File: src/rtl/outerprodrc_ctrl_pkg.sv
// Shared types and helpers for the outer-product array sequencer.
package outerprodrc_ctrl_pkg;

  // Sequencer states, 3-bit encoding.
  typedef enum logic [2:0] {
    S_IDLE  = 3'd0,
    S_CLEAR = 3'd1,
    S_RUN   = 3'd2,
    S_LOAD  = 3'd3,
    S_DRAIN = 3'd4,
    S_DONE  = 3'd5
  } state_e;

  // Single-bit controls that are a pure function of the state.
  typedef struct packed {
    logic req_ready;
    logic load;
    logic arr_clr;
    logic arr_en;
    logic busy;
    logic resp_valid;
  } ctrl_out_t;

  // Unary stream length for an operand width of bw bits.
  function automatic int stream_len(input int bw);
    return 1 << bw;
  endfunction

endpackage

File: src/rtl/outerprodrc_ctrl_if.sv
// Job/response handshake and array control bundle between the sequencer and its environment.
interface outerprodrc_ctrl_if #(
  parameter int TILEW = 4
);
  logic             iReqValid;
  logic             oReqReady;
  logic [TILEW-1:0] iTileNum;
  logic             iAbort;
  logic             oLoad;
  logic [TILEW-1:0] oTileIdx;
  logic             oArrClr;
  logic             oArrEn;
  logic             oBusy;
  logic             oRespValid;
  logic             iRespReady;

  // Controller side.
  modport slave (
    input  iReqValid, iTileNum, iAbort, iRespReady,
    output oReqReady, oLoad, oTileIdx, oArrClr, oArrEn, oBusy, oRespValid
  );

  // Job source / result consumer side.
  modport master (
    output iReqValid, iTileNum, iAbort, iRespReady,
    input  oReqReady, oLoad, oTileIdx, oArrClr, oArrEn, oBusy, oRespValid
  );
endinterface

File: src/rtl/outerprodrc_ctrl_cnt.sv
// Loadable down-counter that stops at zero and flags the terminal count.
module outerprodrc_ctrl_cnt #(
  parameter int W = 8
) (
  input  logic         clk,
  input  logic         rst_n,
  input  logic         load_i,
  input  logic [W-1:0] load_val_i,
  input  logic         en_i,
  output logic         tc_o
);
  logic [W-1:0] cnt_q;

  // Load has priority over counting; the count saturates at zero.
  // NOTE: sequential state uses non-blocking assignments so every register
  // samples pre-edge values regardless of block ordering.
  always_ff @(posedge clk or negedge rst_n) begin
    if (!rst_n) begin
      cnt_q <= '0;
    end else if (load_i) begin
      cnt_q <= load_val_i;
    end else if (en_i && (cnt_q != '0)) begin
      cnt_q <= cnt_q - 1'b1;
    end
  end

  assign tc_o = (cnt_q == '0);
endmodule

File: src/rtl/outerprodrc_ctrl.sv
// Sequencer for the unary outer-product array: clear, stream each operand
// tile for one stream length, drain the array pipeline, hand off the result.
module outerprodrc_ctrl
  import outerprodrc_ctrl_pkg::*;
#(
  parameter int BITWIDTH = 8,
  parameter int TILEW    = 4,
  parameter int PIPE_LAT = 1
) (
  input  logic               iClk,
  input  logic               iRstN,
  outerprodrc_ctrl_if.slave  bus
);
  localparam int L        = stream_len(BITWIDTH);
  localparam int DW       = (PIPE_LAT > 1) ? $clog2(PIPE_LAT) : 1;
  localparam int DRAIN_IV = (PIPE_LAT > 0) ? PIPE_LAT - 1 : 0;

  localparam logic [BITWIDTH-1:0] RUN_INIT   = BITWIDTH'(L - 1);
  localparam logic [DW-1:0]       DRAIN_INIT = DW'(DRAIN_IV);

  state_e           state_q, state_d;
  ctrl_out_t        out_q, out_d;
  logic [TILEW-1:0] tile_idx_q, tile_idx_d;
  logic [TILEW-1:0] tnum_q, tnum_d;

  logic accept;
  logic last_tile;
  logic run_tc;
  logic drain_tc;

  assign accept    = out_q.req_ready & bus.iReqValid;
  assign last_tile = (tile_idx_q == (tnum_q - 1'b1));

  // Stream-length counter: preloaded to L-1 outside RUN, counts down through RUN.
  outerprodrc_ctrl_cnt #(
    .W (BITWIDTH)
  ) u_run_cnt (
    .clk        (iClk),
    .rst_n      (iRstN),
    .load_i     (state_q != S_RUN),
    .load_val_i (RUN_INIT),
    .en_i       (state_q == S_RUN),
    .tc_o       (run_tc)
  );

  // Drain counter exists only when the array has output latency.
  generate
    if (PIPE_LAT > 0) begin : g_drain
      outerprodrc_ctrl_cnt #(
        .W (DW)
      ) u_drain_cnt (
        .clk        (iClk),
        .rst_n      (iRstN),
        .load_i     (state_q != S_DRAIN),
        .load_val_i (DRAIN_INIT),
        .en_i       (state_q == S_DRAIN),
        .tc_o       (drain_tc)
      );
    end else begin : g_no_drain
      assign drain_tc = 1'b1;
    end
  endgenerate

  // State, registered outputs, tile index and latched tile count.
  always_ff @(posedge iClk or negedge iRstN) begin
    if (!iRstN) begin
      state_q    <= S_IDLE;
      out_q      <= '{req_ready: 1'b1, default: 1'b0};
      tile_idx_q <= '0;
      tnum_q     <= '0;
    end else begin
      state_q    <= state_d;
      out_q      <= out_d;
      tile_idx_q <= tile_idx_d;
      tnum_q     <= tnum_d;
    end
  end

  // Next-state logic; abort overrides every other transition outside IDLE.
  // NOTE: every signal written here gets a default first so no latch is inferred.
  always_comb begin
    state_d = state_q;
    unique case (state_q)
      S_IDLE:  if (accept) state_d = S_CLEAR;
      S_CLEAR: state_d = S_RUN;
      S_RUN: begin
        if (run_tc) begin
          if (last_tile) state_d = (PIPE_LAT == 0) ? S_DONE : S_DRAIN;
          else           state_d = S_LOAD;
        end
      end
      S_LOAD:  state_d = S_RUN;
      S_DRAIN: if (drain_tc) state_d = S_DONE;
      S_DONE:  if (bus.iRespReady) state_d = S_IDLE;
      default: state_d = S_IDLE;
    endcase
    if (bus.iAbort && (state_q != S_IDLE)) state_d = S_IDLE;
  end

  // Tile index follows the next state so it lines up with the registered controls.
  always_comb begin
    tnum_d     = tnum_q;
    tile_idx_d = tile_idx_q;
    if (accept) tnum_d = (bus.iTileNum == '0) ? TILEW'(1) : bus.iTileNum;
    if ((state_d == S_IDLE) || (state_d == S_CLEAR)) begin
      tile_idx_d = '0;
    end else if ((state_d == S_LOAD) && (state_q != S_LOAD)) begin
      tile_idx_d = tile_idx_q + 1'b1;
    end
  end

  // Moore output decode of the next state, registered above.
  always_comb begin
    out_d            = '0;
    out_d.req_ready  = (state_d == S_IDLE);
    out_d.busy       = (state_d != S_IDLE);
    out_d.arr_clr    = (state_d == S_CLEAR);
    out_d.load       = (state_d == S_CLEAR) || (state_d == S_LOAD);
    out_d.arr_en     = (state_d == S_RUN);
    out_d.resp_valid = (state_d == S_DONE);
  end

  assign bus.oReqReady  = out_q.req_ready;
  assign bus.oLoad      = out_q.load;
  assign bus.oTileIdx   = tile_idx_q;
  assign bus.oArrClr    = out_q.arr_clr;
  assign bus.oArrEn     = out_q.arr_en;
  assign bus.oBusy      = out_q.busy;
  assign bus.oRespValid = out_q.resp_valid;
endmodule

File: src/flat_wrapper.sv
// flat-port wrapper written by rule: the top's interface ports become plain ports
module outerprodrc_ctrl_flat import outerprodrc_ctrl_pkg::*;
#(
  parameter int BITWIDTH = 8,
  parameter int TILEW    = 4,
  parameter int PIPE_LAT = 1
)
  (iClk, iRstN, bus_iReqValid, bus_iTileNum, bus_iAbort, bus_iRespReady, bus_oReqReady, bus_oLoad, bus_oTileIdx, bus_oArrClr, bus_oArrEn, bus_oBusy, bus_oRespValid);
  outerprodrc_ctrl_if #(.TILEW(TILEW)) bus_i ();
  input  logic iClk;
  input  logic iRstN;
  input wire logic [$bits(bus_i.iReqValid)-1:0] bus_iReqValid;
  input wire logic [$bits(bus_i.iTileNum)-1:0] bus_iTileNum;
  input wire logic [$bits(bus_i.iAbort)-1:0] bus_iAbort;
  input wire logic [$bits(bus_i.iRespReady)-1:0] bus_iRespReady;
  output wire logic [$bits(bus_i.oReqReady)-1:0] bus_oReqReady;
  output wire logic [$bits(bus_i.oLoad)-1:0] bus_oLoad;
  output wire logic [$bits(bus_i.oTileIdx)-1:0] bus_oTileIdx;
  output wire logic [$bits(bus_i.oArrClr)-1:0] bus_oArrClr;
  output wire logic [$bits(bus_i.oArrEn)-1:0] bus_oArrEn;
  output wire logic [$bits(bus_i.oBusy)-1:0] bus_oBusy;
  output wire logic [$bits(bus_i.oRespValid)-1:0] bus_oRespValid;
  assign bus_i.iReqValid = bus_iReqValid;
  assign bus_i.iTileNum = bus_iTileNum;
  assign bus_i.iAbort = bus_iAbort;
  assign bus_i.iRespReady = bus_iRespReady;
  assign bus_oReqReady = bus_i.oReqReady;
  assign bus_oLoad = bus_i.oLoad;
  assign bus_oTileIdx = bus_i.oTileIdx;
  assign bus_oArrClr = bus_i.oArrClr;
  assign bus_oArrEn = bus_i.oArrEn;
  assign bus_oBusy = bus_i.oBusy;
  assign bus_oRespValid = bus_i.oRespValid;
  outerprodrc_ctrl #(.BITWIDTH(BITWIDTH), .TILEW(TILEW), .PIPE_LAT(PIPE_LAT)) u_core (.iClk(iClk), .iRstN(iRstN), .bus(bus_i));
endmodule
File: config.mk
export PLATFORM = sky130hd
export DESIGN_NAME = outerprodrc_ctrl_flat
export DESIGN_NICKNAME = d
export VERILOG_FILES = /design/src/rtl/outerprodrc_ctrl_pkg.sv /design/src/rtl/outerprodrc_ctrl_if.sv /design/src/rtl/outerprodrc_ctrl_cnt.sv /design/src/rtl/outerprodrc_ctrl.sv /design/src/flat_wrapper.sv
export SDC_FILE = /design/constraint.sdc
export NUM_CORES = 1
export LEC_CHECK = 0
export CORE_ASPECT_RATIO = 1.4
export CORE_MARGIN = 4
export CORE_UTILIZATION = 55
export CTS_BUF_LIST = sky130_fd_sc_hd__clkbuf_8 sky130_fd_sc_hd__clkbuf_16
export DETAILED_ROUTE_END_ITERATION = 10
export DONT_BUFFER_PORTS = 1
export GPL_ROUTABILITY_DRIVEN = 1
export PLACE_DENSITY = 0.7
export SLEW_MARGIN = 10
export SYNTH_ARGS = -nofsm -noshare
export SYNTH_HDL_FRONTEND = slang
export SYNTH_SLANG_ARGS = --single-unit
File: constraint.sdc
create_clock -name iClk -period 2.7 [get_ports iClk]
set_input_delay 0.405 -clock iClk [delete_from_list [all_inputs] [get_ports iClk]]
set_output_delay 0.405 -clock iClk [all_outputs]
set_load 0.01 [all_outputs]
==> results.txt <==
----------------------------------------------------
[Setup path]
  Worst EP required ... about 2.9 ns
  Worst Path Class, Setup ... flip-flop to flip-flop
  CP max FO ... 8
  Launching element type of the critical path ... flip-flop
  FF-to-FF setup slack ... about 0.40 ns
  Crit path buf inv count ... 1
  Dominant delay contributor by cell family on the critical path ... simple AND/OR/NAND/NOR gates
  Arrival time of data at the critical path endpoint ... 2.49 ns
  Worst path max stage delay ... approximately 0.51 ns
  Endpoint class of the critical path ... flip-flop
  Cells on worst reg2reg path ... 7
  End of the worst register-to-register path ... u_core.bus.oTileIdx[0]
  Critical Path, Cell by Cell ... inv_1 > ha_1 > or4b_4 > and3b_2 > nor2_2 > or4_1 > a21oi_1
  Slowest library cell on the worst path ... sky130_fd_sc_hd__or4_1
  Reg-to-reg startpoint ... u_core.u_run_cnt.cnt_q[0]

[STA]
  Number of endpoints with negative hold slack in the final report ... 0
  Final WS setup ... between 0.4 and 0.5 ns
  Worst clock skew ... 0.004712 ns
  Final max-slew violation count ... 0
  Final number of setup-violating endpoints ... 0
  Maximum operating frequency ... ~440 MHz
  Sum of negative setup slack ... 0 ns
  Unrepaired setup endpoints after global routing ... false
  Time the worst path needs with I/O delays and setup ... 2.299 ns
  Final period utilization ... a little under nine tenths

[Synth]
  Number of distinct library cells after synthesis ... about 40
  Adder-cell share of the synthesized area ... under 10%
  Post-Synthesis Cells ... between 100 and 150
  Number of enable-type register cells in the synthesized netlist ... 0
  Nets in the synthesized netlist ... 147
  Share of synthesized registers carrying an async set or reset ... 100.0%
  Compound-gate portion of the synthesized area ... about 14%
  Parity-gate share of the synthesized area counting xor and xnor cells ... a little under 8%
  Simple-gate portion of the synthesized area ... a little under a quarter
  Share of cell area taken by muxes after synthesis ... approximately 2.4%
  Dominant combinational cell family by area after synthesis ... simple AND/OR/NAND/NOR gates
  Register area share after synthesis ... between 40% and 50%
  Per-instance average area after synthesis ... approximately 10 um^2
  Flip-flop and latch count after synthesis ... 26
  Netlist area before placement ... ~0.0014 mm^2
  Count of warnings emitted by yosys ... 0
  Main synth FF type ... sky130_fd_sc_hd__dfrtp_1

[Floorplan]
  Area enclosed by the die boundary ... 0.003407 mm^2
  Chip Width ... between 50 and 60 um
  Rows ... 21
  Core Box Area ... 0.002417 mm^2
  Initial cell density of the core ... between 50% and 60%
  Die extent in y ... 67.49 um
  Ports placed on the boundary ... 19

[Clocking]
  Source-to-sink clock delay at the later pin of the worst-skew pair ... between 0.2 and 0.3 ns
  Clock tree from TritonCTS ... built
  CTS sink count ... 26
  Total CTS buffers ... 3
  Worst-path clk slew ... roughly 0.09 ns
  H-tree lvl count ... 1
  Root buf cell ... sky130_fd_sc_hd__clkbuf_8
  Clk buf depth ... 2
  Setup repair bufs after CTS ... 0

[Worst hold path]
  Hold path startpoint ... bus_iTileNum[1]
  Tightest Hold Check Type ... primary input to flip-flop
  WHS Path Cells ... 1
  Destination of the worst hold path ... u_core.tnum_q[1]

[Run status]
  Status ... finished, final reports clean

[Pwr]
  Post-layout power ... approximately 1.2 mW
  Maximum ir drop on the vdd rail ... about 430 uV
  Static leakage power ... approximately 0.59 nW
  Power per standard cell area ... between 800 and 900 mW/mm^2

[Route]
  DRC violation total after the first TritonRoute iteration ... 22
  Post-detailed-route via-to-cell ratio ... between 5 and 6
  Post-detailed-route DRC marker count ... 0
  WL/cell ... 15.87 um
  Routed Antenna Nets ... 0
  Via total after detailed routing ... 1026
  Aggregate routed wire length ... about 2.7 mm
  Drt first pass iters ... 4

[GRT]
  GRT Total Usage ... approximately a fifth
  Number of antenna violations at the first check in global routing ... 0
  Total global routing overflow ... 0
  Largest net degree at the start of global routing ... 27
  First-pass GRT wire length ... approximately 4.8 mm
  Via count of the first global-routing pass ... ~1.1k

[Job]
  Max capacitance violation total ... 0

[Final layout]
  Antenna diodes ... 0
  Final net count ... 152
  Fraction of final layout cells sized beyond drive strength 1 ... approximately an eighth
  Number of fill cells ... approximately 200
  Fraction of the core area covered by cells at the end of the flow ... between 60% and 70%
  P&R area growth vs syn ... 9.631%
  Final non-filler cell total ... between 150 and 200

[Placement]
  Buffers on Ports ... 0
  Cell total after placement ... around 170
  Worst slack at placement ... around 0.43 ns
  Routability congestion estimate from global placement ... between 0.9 and 1
  Final HPWL from detailed placement ... just over 2 mm

----------------------------------------------------
## layout make-up
cell class                 count  area (um^2)  share of cell area (%)
tap                           34        42.54                   2.791
timing repair buffer           2        30.03                   1.970
sequential                    26        651.9                   42.78
clock buffer                   3        41.29                   2.709
inverter                       6        22.52                   1.478
clock inverter                 1        30.03                   1.970
multi-input combinational    100        705.7                   46.31
## per-stage QoR
| stage | hold slack [ns] | cell area (um^2) |
|---|---|---|
| 3_5_place_dp | 0.1100 | 1423 |
| 4_1_cts | 0.2732 | 1524 |
| 5_1_grt | 0.2708 | 1524 |
| 6_report | 0.2808 | 1524 |
| 3_3_place_gp | 0.1100 | 1423 |
| 2_1_floorplan | 0.1094 | 1390 |
## layer usage
layer  up-vias  track usage [%]  part of all wire [%]
li1        480                -                     -
met3         9            4.415                   4.9
met1       511            19.03                    37
met5         -                0                     0
met4         0            12.79                   3.3
met2        26            33.99                    55
## synth_stat cells, types with 2 or more instances
| cell type | count | area [um^2] |
|---|---|---|
| sky130_fd_sc_hd__o21a_1 | 2 | 15.01 |
| sky130_fd_sc_hd__xnor2_1 | 6 | 52.55 |
| sky130_fd_sc_hd__or3b_1 | 2 | 17.52 |
| sky130_fd_sc_hd__mux2_2 | 3 | 33.78 |
| sky130_fd_sc_hd__nand3b_1 | 2 | 15.01 |
| sky130_fd_sc_hd__and2_1 | 2 | 12.51 |
| sky130_fd_sc_hd__dfrtp_1 | 25 | 625.6 |
| sky130_fd_sc_hd__nor2_1 | 8 | 30.03 |
| sky130_fd_sc_hd__nor3_1 | 5 | 25.02 |
| sky130_fd_sc_hd__xor2_1 | 4 | 35.03 |
| sky130_fd_sc_hd__o31ai_1 | 4 | 30.03 |
| sky130_fd_sc_hd__a21oi_1 | 7 | 35.03 |
| sky130_fd_sc_hd__nor4_1 | 2 | 12.51 |
| sky130_fd_sc_hd__buf_2 | 2 | 10.01 |
| sky130_fd_sc_hd__nand2_1 | 17 | 63.81 |
| sky130_fd_sc_hd__or4_1 | 3 | 22.52 |
| sky130_fd_sc_hd__ha_1 | 4 | 50.05 |
| sky130_fd_sc_hd__o21ai_0 | 6 | 30.03 |
| sky130_fd_sc_hd__nand3_1 | 3 | 15.01 |
| sky130_fd_sc_hd__inv_1 | 6 | 22.52 |
## kinds of logic after synthesis
kind of cell | after synthesis
buffers and inverters | 8
adder cells (fa/ha/maj) | 4
other | 1
flip-flops | 26
AND/OR/NAND/NOR | 55
AO/OA/AOI/OAI | 26
XOR/XNOR | 11
multiplexers | 3
## layout by cell type (no fill, tap or decap), drive strengths merged, types with 2 or more instances in the layout
master and instances:
dfrtp 25, nand2 17, nor2 9, a21oi 7
inv 6, o21ai 6, xnor2 6, nor3 6
xor2 4, o31ai 4, ha 4, nand3 3
mux2 3, or4 3, clkbuf 3, or3b 2
nand3b 2, and2 2, o21a 2, nor4 2
a31oi 2
## how the worst max path moves through the flow
stage               slack, ns  depth (start not counted)                     end                 startpoint
floorplan                0.60                          7  u_core.bus.oTileIdx[0]  u_core.u_run_cnt.cnt_q[0]
global placement         0.53                          7        u_core.bus.oBusy  u_core.u_run_cnt.cnt_q[0]
detailed placement       0.43                          7        u_core.bus.oBusy  u_core.u_run_cnt.cnt_q[0]
CTS                      0.42                          7        u_core.bus.oBusy  u_core.u_run_cnt.cnt_q[0]
global route             0.20                          7        u_core.bus.oBusy  u_core.u_run_cnt.cnt_q[0]
finish                   0.40                          7  u_core.bus.oTileIdx[0]  u_core.u_run_cnt.cnt_q[0]
## report_power, final
| part | internal (mW) | switching [mW] | total, mW |
|---|---|---|---|
| logic | 0.163 | 0.201 | 0.364 |
| registers | 0.469 | 0.0956 | 0.564 |
| clock network | 0.198 | 0.118 | 0.317 |
| total | 0.830 | 0.415 | 1.25 |
## state kept, by name, summed over array words and instances, names as in the netlist, 3 cells and up
name and flops:
u_core.state_q 3, u_core.u_run_cnt.cnt_q 8, u_core.bus.oTileIdx 4, u_core.tnum_q 4
## timing repair
action	in CTS	in global routing
hold endpoints to repair	26	0
hold buffers	2	0
resized for setup	0	0
Note: power is estimated with default switching activity, not from simulation.
==> patch 1: new RTL, config.mk and constraints unchanged <==
`PIPE_LAT` is set to 1 in 2 places; all go to 2.
--- a/src/rtl/outerprodrc_ctrl.sv
+++ b/src/rtl/outerprodrc_ctrl.sv
@@ -5,7 +5,7 @@
 #(
   parameter int BITWIDTH = 8,
   parameter int TILEW    = 4,
-  parameter int PIPE_LAT = 1
+  parameter int PIPE_LAT = 2
 ) (
   input  logic               iClk,
   input  logic               iRstN,
--- a/src/flat_wrapper.sv
+++ b/src/flat_wrapper.sv
@@ -3,7 +3,7 @@
 #(
   parameter int BITWIDTH = 8,
   parameter int TILEW    = 4,
-  parameter int PIPE_LAT = 1
+  parameter int PIPE_LAT = 2
 )
   (iClk, iRstN, bus_iReqValid, bus_iTileNum, bus_iAbort, bus_iRespReady, bus_oReqReady, bus_oLoad, bus_oTileIdx, bus_oArrClr, bus_oArrEn, bus_oBusy, bus_oRespValid);
   outerprodrc_ctrl_if #(.TILEW(TILEW)) bus_i ();
Function: same outputs for any inputs over 10 cycles, from zero or initial values and one cycle with iRstN low; that may be too few to reach the edited logic, so the function may still have changed.
==> patch 1 against the original RTL <==
Maximum frequency up 9.2%. Highest routed layer unchanged. Wire length decreased by 4.9%. Area after synthesis decreased by 0.63%. Sequential share of layout area rose by 1.0 points. Die area fell by 0.55%. Combinational power decreased by 18%. Sequential cell count stayed put. Power decreased by 6.8%. Setup slack improved by 0.19 ns. Cell area shrank 2.4%. Final cell count fell by 3.5%.
==> patch 1: results (changes against the original RTL) <==
| Metric | Value |
|---|---|
| Max rail drop VDD | `0.622 mV (+43%)` |
| Iteration-0 DRC Markers | `20 (-9.1%)` |
| Number of flip-flops in the largest register | `8 (unchanged)` |
| P_seq | `0.544 mW (-3.5%)` |
| Psw | `0.361 mW (-13%)` |
| Post-place setup slack | `0.591 ns (+0.161 ns)` |
| Syn_nets | `143 (-2.7%)` |
| Status | `finished clean` |
| Vias in the first global route | `976 (-10%)` |
| Met1 WL | `987 um (-1.4%)` |
| Ranking of synthesized cells by area | `dfrtp_1 (45%), ha_1 (3.6%), xnor2_1 (3.2%)` |
| WHS Path Cells | `1 (unchanged)` |
| Seq/Total Area, Yosys | `0.472 (+0.00297)` |
| Leakage Power | `0.639 nW (+8.1%)` |
| Synth Area in Adders | `0.0362 (+0.000228)` |
| Proportion of synthesized area in mux cells | `0.0317 (+0.00740)` |
| Wire length on met3 | `86 um (-36%)` |
| DP Wirelength | `2000 um (-2.4%)` |
| Capture point of the worst reg-to-reg path | `u_core.bus.oTileIdx[3]` |
| Dpl cell area | `0.00139 mm^2 (-2.6%)` |
| R2r startpoint | `u_core.tnum_q[0]` |
| Share of layout cells above drive strength 1 | `0.106 (-0.0244)` |
| Global Route Usage Sum | `0.183 (-0.00474)` |
| Synth Area in XOR/XNOR | `0.0670 (-0.0122)` |
| Sw Share | `0.311 (-0.0223)` |
| Post-synth top cells | `dfrtp_1 (25), nand2_1 (11), inv_1 (9)` |
| Final wirelength | `2600 um (-4.9%)` |
| CP peak stage delay | `0.54 ns (+0.03 ns)` |
| Worst hold margin | `0.280 ns (-0.000865 ns)` |
| Nets | `146 (-3.9%)` |
| Final GP Congestion | `0.847 (-6.9%)` |
| Cell variety after synth | `43 (+4.9%)` |
| Fill cell count | `195 (-1.0%)` |
| WP data arrival | `2.31 ns (-0.18 ns)` |
| Power share of the clock group | `0.273 (+0.019)` |
| Met2 WL | `1440 um (-4.3%)` |
| Final Skew | `0.00264 ns (-0.00207 ns)` |
## patch 1: changes by cell type after synthesis, moves of 2 or more
| cell | delta |
|---|---|
| inv_1 | +3 |
| nand2_1 | -6 |
| and3_1 | +2 |
| o21ai_1 | +2 |
| or3b_1 | -2 |
| buf_6 | +3 |
| o21ai_0 | -6 |
| o211ai_1 | +2 |
| nand3_1 | +2 |
| or4_1 | -2 |
| buf_2 | -2 |
## patch 1: worst max-delay path, delay by kind of cell, from the launching register on
| kind | cells | cell delay [ns] |
|---|---|---|
| buffers and inverters | 1 | 0.09 |
| adder cells (fa/ha/maj) | 1 | 0.16 |
| AO/OA/AOI/OAI | 1 | 0.15 |
| AND/OR/NAND/NOR | 3 | 0.85 |
| XOR/XNOR | 1 | 0.39 |
| flip-flops | 1 | 0.41 |
## patch 1: how the worst max path moves through the flow
stage                     startpoint                endpoint  depth (start not counted)  slack [ns]
floorplan           u_core.tnum_q[0]  u_core.bus.oTileIdx[3]                          7        0.78
CTS                 u_core.tnum_q[0]  u_core.bus.oTileIdx[2]                          7        0.57
global route        u_core.tnum_q[0]  u_core.bus.oTileIdx[2]                          7        0.30
finish              u_core.tnum_q[0]  u_core.bus.oTileIdx[3]                          7        0.60
global placement    u_core.tnum_q[0]  u_core.bus.oTileIdx[2]                          7        0.68
detailed placement  u_core.tnum_q[0]  u_core.bus.oTileIdx[3]                          7        0.59
## patch 1: kinds of logic (layout without fill, tap and decap cells)
family	after synthesis	after routing
AO/OA/AOI/OAI	24	24
XOR/XNOR	9	9
adder cells (fa/ha/maj)	4	4
buffers and inverters	13	15
flip-flops	26	26
multiplexers	4	4
AND/OR/NAND/NOR	50	50
## patch 1: timing repair
item                                   4_1_cts  5_1_grt
hold buffers                                 2        0
endpoints found under the hold margin       26        0
setup endpoints to repair                    0        0
## patch 1: through the flow
step | util | cells
detailed placement | 0.580 | 160
global route | 0.622 | 166
floorplan | - | 130
global placement | 0.580 | 160
finish | 0.622 | 166
CTS | 0.622 | 166
## patch 1: per-layer routing
metal / global-route usage / vias to the layer above
li1: - / 461
met1: 0.193 / 446
met2: 0.337 / 18
met3: 0.0375 / 6
met4: 0.104 / 0
met5: 0 / -
## patch 1: cell type report
type                            instances  area (um^2)  share of cell area
Clock buffer                            3         41.3              0.0278
Inverter                                9         33.8              0.0227
Timing Repair Buffer                    2         30.0              0.0202
Multi-Input combinational cell         91          658               0.442
Tap cell                               34         42.5              0.0286
Sequential cell                        26          652               0.438
Clock inverter                          1         30.0              0.0202
==> patch 2: new RTL, same settings <==
Without the edit above. Make the reset (`iRstN` and `rst_n`) synchronous in 2 clocked blocks.
--- a/src/rtl/outerprodrc_ctrl_cnt.sv
+++ b/src/rtl/outerprodrc_ctrl_cnt.sv
@@ -14,7 +14,7 @@
   // Load has priority over counting; the count saturates at zero.
   // NOTE: sequential state uses non-blocking assignments so every register
   // samples pre-edge values regardless of block ordering.
-  always_ff @(posedge clk or negedge rst_n) begin
+  always_ff @(posedge clk) begin
     if (!rst_n) begin
       cnt_q <= '0;
     end else if (load_i) begin
--- a/src/rtl/outerprodrc_ctrl.sv
+++ b/src/rtl/outerprodrc_ctrl.sv
@@ -62,7 +62,7 @@
   endgenerate
 
   // State, registered outputs, tile index and latched tile count.
-  always_ff @(posedge iClk or negedge iRstN) begin
+  always_ff @(posedge iClk) begin
     if (!iRstN) begin
       state_q    <= S_IDLE;
       out_q      <= '{req_ready: 1'b1, default: 1'b0};
Check against the original RTL: differs if iRstN is asserted again (counterexample within 4 cycles, from zero or initial values and one cycle with iRstN low); with iRstN held inactive, the same outputs for 10 cycles.
==> patch 2 against the original RTL <==
Cell area down 5.5%. Area after synthesis fell by 1.9%. First-iteration DRC count down 32%. Sequential cell count is the same. Utilization fell by 2.8 points. Setup slack gained 0.090 ns. Wire length increased by 3.4%. Clock skew down 0.0011 ns. Critical path type unchanged. Via count is 4.7% higher. Global-route usage increased by 1.0 points.
Power is not compared: it rests on default switching activity, and its combinational part moved more than twofold at a synthesized area within 25%.
==> patch 2: results (changes against the original RTL) <==
| Metric | Value |
|---|---|
| Critical Path Sink | `u_core.bus.oTileIdx[3]` |
| Final GP Congestion | `0.927 (+1.9%)` |
| Final Skew | `0.00360 ns (-0.00112 ns)` |
| Status | `finished clean` |
| Post-Place Cells | `181 (+9.0%)` |
| Cell variety after synth | `45 (+9.8%)` |
| FF+latch area | `520 um^2 (-20%)` |
| PnR worst setup slack | `0.491 ns (+0.0900 ns)` |
| Tot Pwr | `about 0.77 mW` |
| Inverters | `9 (+3)` |
| CP max stage cell | `o22ai_1` |
| Nets | `165 (+8.6%)` |
| Largest net degree at the start of global routing | `15 (-44%)` |
| WHS Path Cells | `1 (unchanged)` |
| Synth Area in XOR/XNOR | `0.0881 (+0.00887)` |
| Proportion of synthesized area in mux cells | `0.00734 (-0.0170)` |
| Share of layout cells above drive strength 1 | `0.113 (-0.0179)` |
| Iteration-0 DRC Markers | `15 (-32%)` |
| # resized after CTS | `0 (unchanged)` |
| First-pass GRT wire length | `5040 um (+5.5%)` |
| Final non-clock buffer share | `0.0104 (-0.00928)` |
| Post-place setup slack | `0.568 ns (+0.139 ns)` |
| Hold endpoint | `u_core.bus.oReqReady` |
| Non-filler instance count after layout | `185 (+7.6%)` |
| DR vias | `1074 (+4.7%)` |
| Worst hold margin | `0.215 ns (-0.0653 ns)` |
| Top reg by flops | `u_core.u_run_cnt.cnt_q` |
| FP Rows | `21 (unchanged)` |
| CP peak stage delay | `0.57 ns (+0.06 ns)` |
| Delay-heaviest family, CP | `compound AO/OA/AOI/OAI gates` |
| Seq/Total Area, Yosys | `0.382 (-0.0873)` |
| Ranking of synthesized cells by area | `dfxtp_1 (38%), a21oi_1 (5.5%), xnor2_1 (4.5%)` |
| Hold wc startpoint | `iRstN` |
| Post-synth top cells | `dfxtp_1 (26), a21oi_1 (15), nand2_1 (11)` |
| Clock buffer count | `4 (+1)` |
| Leakage Power | `0.506 nW` |
| N_diodes | `0 (unchanged)` |
| Syn_area_per_cell | `9.15 um^2 (-12%)` |
| DP Wirelength | `2180 um (+6.0%)` |
| Dpl cell area | `0.00139 mm^2 (-2.6%)` |
| Largest family of logic cells by synthesized area | `simple AND/OR/NAND/NOR gates` |
| Worst-path clk slew | `0.09 ns (about the same)` |
| Synth Area in Adders | `0.0367 (+0.000694)` |
| Async SR Flop Fraction | `0 (-1.00)` |
| WP data arrival | `2.36 ns (-0.13 ns)` |
| Syn_nets | `162 (+10%)` |
| Number of flip-flops in the largest register | `8 (unchanged)` |
| Multi-input combinational cell area | `773 um^2 (+9.6%)` |
| WL/cell | `15.3 um (-3.9%)` |
| I/O Buffers | `0 (unchanged)` |
| Complex-gate fraction of the synthesized area | `0.210 (+0.0733)` |
| CP Launch Point | `u_core.u_run_cnt.cnt_q[0]` |
| Global Route Usage Sum | `0.198 (+0.00998)` |
| First drt pass iteration count | `4 (unchanged)` |
| Fill cell count | `238 (+21%)` |
| Clock-cell share of area | `0.0382 (-0.00857)` |
| Multi-In Gates | `110 (+10%)` |
## patch 2: cell count changes after synthesis, sizes merged, moves of 3 or more
| cell | unedited run | this run |
|---|---|---|
| inv | 6 | 9 |
| o21ai | 6 | 1 |
| dfrtp | 25 | 0 |
| mux2 | 3 | 0 |
| a31oi | 2 | 6 |
| nand2 | 17 | 11 |
| a21oi | 7 | 15 |
| nor2 | 9 | 5 |
| dfxtp | 0 | 26 |
| clkbuf | 0 | 4 |
| nand3 | 3 | 9 |
## patch 2: per-layer routing
metal,wire (um),global-route usage,up-vias
met4,91,0.135,0
met5,0,0,-
li1,-,-,546
met3,114,0.0492,8
met2,1470,0.335,16
met1,1140,0.214,504
## patch 2: cells by family after synthesis
family	after synthesis
multiplexers	1
XOR/XNOR	12
AO/OA/AOI/OAI	41
flip-flops	26
AND/OR/NAND/NOR	51
other	1
buffers and inverters	13
adder cells (fa/ha/maj)	4
